===== config.mk =====
export PLATFORM = sky130hd
export DESIGN_NAME = lnic_net_tx_arbiter
export DESIGN_NICKNAME = d
export VERILOG_FILES = /design/src/rtl/lnic_net_tx_arbiter.sv
export SDC_FILE = /design/constraint.sdc
export NUM_CORES = 1
export LEC_CHECK = 0
export ABC_AREA = 1
export CAP_MARGIN = 30
export CORE_AREA = 5 5 112 114
export DETAILED_ROUTE_END_ITERATION = 7
export DIE_AREA = 0 0 117 119
export MAX_ROUTING_LAYER = met4
export PLACE_DENSITY_LB_ADDON = 0.12
export SYNTH_ARGS = -nofsm -noshare
export SYNTH_HDL_FRONTEND = slang
export SYNTH_SLANG_ARGS = --single-unit

===== constraint.sdc =====
create_clock -name clk_i -period 3.71 [get_ports clk_i]
set_clock_uncertainty 0.2 [all_clocks]
set_input_delay 0.742 -clock clk_i [delete_from_list [all_inputs] [get_ports clk_i]]
set_output_delay 0.742 -clock clk_i [all_outputs]
set_load 0.01 [all_outputs]

===== src/rtl/lnic_net_tx_arbiter.sv =====
// Packet-granular round-robin arbiter merging NumIn TX streams onto one NIC stream.
// Optional statistics counters are enabled by defining LNIC_TX_ARB_STATS_EN.
module lnic_net_tx_arbiter #(
  parameter int unsigned NumIn = 2,
  parameter int unsigned DataW = 64,
  parameter int unsigned KeepW = 8,
  parameter int unsigned CntW  = 32,
  localparam int unsigned IdxW = (NumIn > 1) ? $clog2(NumIn) : 1
) (
  input  logic                   clk_i,
  input  logic                   rst_i,
  input  logic [NumIn-1:0]       in_valid_i,
  output logic [NumIn-1:0]       in_ready_o,
  input  logic [NumIn*DataW-1:0] in_bits_data_i,
  input  logic [NumIn*KeepW-1:0] in_bits_keep_i,
  input  logic [NumIn-1:0]       in_bits_last_i,
  output logic                   net_out_valid_o,
  input  logic                   net_out_ready_i,
  output logic [DataW-1:0]       net_out_bits_data_o,
  output logic [KeepW-1:0]       net_out_bits_keep_o,
  output logic                   net_out_bits_last_o,
  output logic [IdxW-1:0]        grant_idx_o,
  output logic                   busy_o,
  input  logic                   stats_clear_i,
  output logic [CntW-1:0]        stats_pkt_cnt_o,
  output logic [CntW-1:0]        stats_beat_cnt_o
);

  typedef enum logic [0:0] {StIdle, StBusy} state_e;

  state_e          state_q, state_d;
  logic [IdxW-1:0] grant_q, grant_d;
  logic [IdxW-1:0] rr_ptr_q, rr_ptr_d;

  logic [DataW-1:0] lane_data [NumIn];
  logic [KeepW-1:0] lane_keep [NumIn];

  for (genvar g = 0; g < NumIn; g++) begin : gen_lane
    assign lane_data[g] = in_bits_data_i[g*DataW +: DataW];
    assign lane_keep[g] = in_bits_keep_i[g*KeepW +: KeepW];
  end

  // Round-robin search starting at rr_ptr_q.
  logic            arb_found;
  logic [IdxW-1:0] arb_pick;
  int unsigned     arb_sum;

  always_comb begin
    arb_found = 1'b0;
    arb_pick  = rr_ptr_q;
    arb_sum   = 0;
    for (int unsigned k = 0; k < NumIn; k++) begin
      arb_sum = 32'(rr_ptr_q) + k;
      if (arb_sum >= NumIn) arb_sum = arb_sum - NumIn;
      if (!arb_found && in_valid_i[arb_sum[IdxW-1:0]]) begin
        arb_found = 1'b1;
        arb_pick  = arb_sum[IdxW-1:0];
      end
    end
  end

  logic xfer;

  always_comb begin
    state_d             = state_q;
    grant_d             = grant_q;
    rr_ptr_d            = rr_ptr_q;
    in_ready_o          = '0;
    net_out_valid_o     = 1'b0;
    net_out_bits_data_o = '0;
    net_out_bits_keep_o = '0;
    net_out_bits_last_o = 1'b0;
    xfer                = 1'b0;
    unique case (state_q)
      StIdle: begin
        if (arb_found) begin
          grant_d = arb_pick;
          state_d = StBusy;
        end
      end
      StBusy: begin
        net_out_valid_o       = in_valid_i[grant_q];
        net_out_bits_data_o   = lane_data[grant_q];
        net_out_bits_keep_o   = lane_keep[grant_q];
        net_out_bits_last_o   = in_bits_last_i[grant_q];
        in_ready_o[grant_q]   = net_out_ready_i;
        xfer                  = in_valid_i[grant_q] & net_out_ready_i;
        if (xfer && in_bits_last_i[grant_q]) begin
          state_d  = StIdle;
          rr_ptr_d = (grant_q == IdxW'(NumIn - 1)) ? '0 : grant_q + 1'b1;
        end
      end
      default: state_d = StIdle;
    endcase
  end

  always_ff @(posedge clk_i or posedge rst_i) begin
    if (rst_i) begin
      state_q  <= StIdle;
      grant_q  <= '0;
      rr_ptr_q <= '0;
    end else begin
      state_q  <= state_d;
      grant_q  <= grant_d;
      rr_ptr_q <= rr_ptr_d;
    end
  end

  assign grant_idx_o = grant_q;
  assign busy_o      = (state_q == StBusy);

`ifdef LNIC_TX_ARB_STATS_EN
  logic [CntW-1:0] pkt_cnt_q, beat_cnt_q;

  // Clear takes priority over a same-cycle increment.
  always_ff @(posedge clk_i or posedge rst_i) begin
    if (rst_i) begin
      pkt_cnt_q  <= '0;
      beat_cnt_q <= '0;
    end else if (stats_clear_i) begin
      pkt_cnt_q  <= '0;
      beat_cnt_q <= '0;
    end else if (xfer) begin
      beat_cnt_q <= beat_cnt_q + 1'b1;
      if (net_out_bits_last_o) pkt_cnt_q <= pkt_cnt_q + 1'b1;
    end
  end

  assign stats_pkt_cnt_o  = pkt_cnt_q;
  assign stats_beat_cnt_o = beat_cnt_q;
`else
  logic unused_stats_clear;
  assign unused_stats_clear = stats_clear_i;
  assign stats_pkt_cnt_o    = '0;
  assign stats_beat_cnt_o   = '0;
`endif

endmodule


== Word-level counts from Yosys, hierarchy flattened ==
Index checks and enable logic that the tools add are counted.
Storage, ports and cells
  word-level logic and storage cells: 55
  input port bits: 152
  flip-flop bits (word level): 3
Cells by class
  add/subtract/negate cells: 4
  reduce and logical (&&, ||, !) cells: 6
  bitwise logic cells: 4
  magnitude comparators: 7
  multiplexer cells: 31
Operators with widths (count)
  $mux 64: 4
  $mux 8: 4
  $mux 1: 20
  $lt 1x2->1 const B: 3
  $ge 2x2->1 const B: 2
  $reduce_and 2->1: 2
  $logic_and 1x1->1: 3
  $add 1x1->2 const B: 1
  $and 2x2->2: 1
  $ge 1x2->1 const B: 1
  $mux 2: 1
  $not 1->2: 1
  $pmux 1 s2: 1
  $sub 1x1->1 const B: 2
  $add 1x1->1 const B: 1
  $and 1x1->1: 1
  $demux 1 s1: 1
  $ge 1x1->1 const B: 1
  $logic_not 1->1: 1
  $not 1->1: 1

== Depth between registers and ports, before layout ==
  word-level depth: 10
  depth in mapped cells: 7

== Worst setup path after synthesis ==
No wires, ideal clock.
  kind: reg2out
  from: reg grant_q, in the netlist grant_idx_o
  to: out net_out_bits_data_o[10]
  stages on the path, launching flop included: 6
  arrival: 1.108 ns
  slack: 1.660 ns
  data required time: 2.768 ns
  path buffers: 2
  cell sequence: dfrtp_1 -> inv_2 -> buf_4 -> buf_4 -> nand2_1 -> a21oi_1
On the way
  cells in the longest elaborated chain, start to end: 5
Ends and longest elaborated chain
  from (decl): line 32  | logic [IdxW-1:0] grant_q, grant_d;
  from (signal assigned): line 104  | grant_q <= grant_d;
  $not 1->2 (implied by the code): line 83  | net_out_bits_data_o = lane_data[grant_q];
  $mux 64 (implied by the code) (3 in a row): line 83
  $mux 64: line 74  | unique case (state_q)
  to (decl): line 19  | output logic [DataW-1:0] net_out_bits_data_o,
No other way between the ends. The select of a mux whose other input is x is not followed.

== Final worst setup path ==
  from: in in_valid_i[1]
  to: out net_out_valid_o
On the way
  cells in the longest elaborated chain, start to end: 3
Ends and longest elaborated chain
  from (decl): line 12  | input logic [NumIn-1:0] in_valid_i,
  $mux 1 (implied by the code) (2 in a row): line 82  | net_out_valid_o = in_valid_i[grant_q];
  $mux 1: line 74
  to (decl): line 17  | output logic net_out_valid_o,
No other way between the ends. The select of a mux whose other input is x is not followed.

==> results.ini <==
[status]
outcome = finished clean

[clock_network]
post-cts-setup-buffers = 0
htreeDepth = 1
clkTransAtPathRegs_ps = 30
cts_hold_buf = 0
cts_made_buffers = 3
clock-sinks = 3
cts_resized = 0
clock-root-buffer = clkbuf_16
cts_buffer_depth = 2
clock_latency_ps = 220
cts_tree = done

[place]
io_buffers = 228
gp_congestion = 0.761
post-place-ws_ps = 642
placed_area_um2 = 3870
dp_hpwl_mm = 7.29

[cells_and_area]
final_common_cell = clkdlybuf4s50_1
layout_common_cells = clkdlybuf4s50_1, nand2_1, a21oi_1, conb_1
syn_to_final_growth_pct = 125
drive_gt1_frac = 0.0201
fill_cells = 1215
nNetsFinal = 700
final_area_um2 = 3950
antenna_cells = 0

[sta]
period_minus_slack_ps = 3070
finalCritPeriodShare = 0.828
setup_ws_ps = 637
final-setup-viol-count = 0
timing.setup.tns_ps = 0
fmax_mhz = 325
finalMaxSlewViolations = 0
rsz0062_at_grt = false
finalHoldViolCount = 0

[worst_setup_path]
worstSetupStartpointType = input pin
criticalPathCategory = in -> out
cp.required_ps = 2770
crit_arrival_ps = 2130
worst_setup_path_end_kind = primary output
cp_max_fo = 4

[global_route]
grt_antenna_before_repair = 0
met2_usage = 0.233
grt.overflow.total = 0
grt_pass1_wl_mm = 13.6
grt.busiest_layer = met2
grt_max_degree = 79
grt_pass1_vias = 2662
grt_util_met3 = 0.0233
use_met1 = 0.129
grt_usage = 0.122

[die]
io_pins = 294
die_w_um = 117
die_area_um2 = 13900
start_util = 0.155
fp.dieH_um = 119
coreArea_um2 = 11300
core.rowCount = 39

[synth]
syn-instance-count = 336
syn-cell-area_um2 = 1750
synth_cell_types = 16
yosysSeqAreaShare = 0.0428
ys_ff_latch = 3
yosysWarningCount = 0
synth_area_per_cell_um2 = 5.22

[routing]
routed-via-count = 2645
wl_mm = 9.08
vias_per_cell = 3.83
drtIter0Drc = 50
antenna_left = 0
wl_per_cell_um = 13.2
post-route-drc-count = 0
drtPass1Iterations = 4

[pwr]
powerDensity_nw_per_um2 = 536
p_leak_nw = 1.70
vdd_ir_drop_max_v = 0.000226

[run]
drv_cap = 0

[hold_path]
hold_class = reg -> reg

-- stage by stage --
step                utilization  hold slack, ps  cells  power (W)
finish                    0.349             267    690    0.00212
global route              0.349             311    690    0.00231
CTS                       0.349             271    690    0.00217
detailed placement        0.342             265    686    0.00199
global placement          0.342             267    686    0.00199
floorplan                     -             242    399    0.00101
-- cells by family (layout without fill, tap and decap cells) --
kind of cell    after synthesis  count (layout)  synth area share
simple gates                162             162             0.354
other cells                   1              64           0.00214
flops                         3               3            0.0428
compound gates               76              76             0.218
buf+inv                      94             242             0.382
-- synth_stat cells, drive strengths merged --
master	number	area share
nand2	153	0.33
nor3	3	0.011
nor2	2	0.0043
o211ai	1	0.0043
buf	81	0.35
o21ai	1	0.0029
dfrtp	3	0.043
conb	1	0.0021
a21oi	74	0.21
clkbuf	7	0.015
nand3	4	0.011
inv	6	0.013
-- cell type report --
| cell class | instances | area, um2 | area share |
|---|---|---|---|
| inverter | 6 | 22.5 | 0.00570 |
| tap | 143 | 179 | 0.0453 |
| sequential | 3 | 76.3 | 0.0193 |
| multi-input combinational | 302 | 1240 | 0.315 |
| timing repair buffer | 232 | 2350 | 0.595 |
| clock buffer | 4 | 78.8 | 0.0199 |
-- registers in the layout (all words and copies together), names as in the netlist --
| name | cells |
|---|---|
| busy_o | 1 |
| grant_idx_o | 1 |
| rr_ptr_q | 1 |
-- path summary, 6_finish.rpt --
| kind | start | to | slack [ps] | depth (start not counted) |
|---|---|---|---|---|
| worst max-delay path | in_valid_i[1] | net_out_valid_o | 640 | 6 |
| worst min-delay path | rr_ptr_q | rr_ptr_q | 270 | 2 |
| worst max register to register | grant_idx_o | rr_ptr_q | 1940 | 7 |
| worst min register to register | rr_ptr_q | rr_ptr_q | 270 | 2 |
| max in group asynchronous | rst_i | grant_idx_o | 2670 | 2 |
| min in group asynchronous | rst_i | busy_o | 500 | 2 |
-- report_power, final --
| part | internal [W] | leakage [nW] | total, W | switching (W) |
|---|---|---|---|---|
| Sequential | 0.0000469 | 0.0329 | 0.0000849 | 0.0000380 |
| Clock | 0.000142 | 0.0382 | 0.000169 | 0.0000274 |
| Combinational | 0.000977 | 1.63 | 0.00186 | 0.000886 |
-- layer usage --
layer / routed length (um) / vias to the layer above / share of wire
met4: 90 / 0 / 0.0099
met2: 4750 / 150 / 0.52
met5: 0 / - / 0
met1: 3290 / 1132 / 0.36
met3: 951 / 8 / 0.10
li1: - / 1355 / -
-- critical path, stage by stage --
cell             delay [ps]
clkdlybuf4s50_1         530
inv_1                    70
nand2_1                  60
nand2_1                  70
nor2_1                   90
clkdlybuf4s50_1         570
Power figures use the tool's default switching activity.
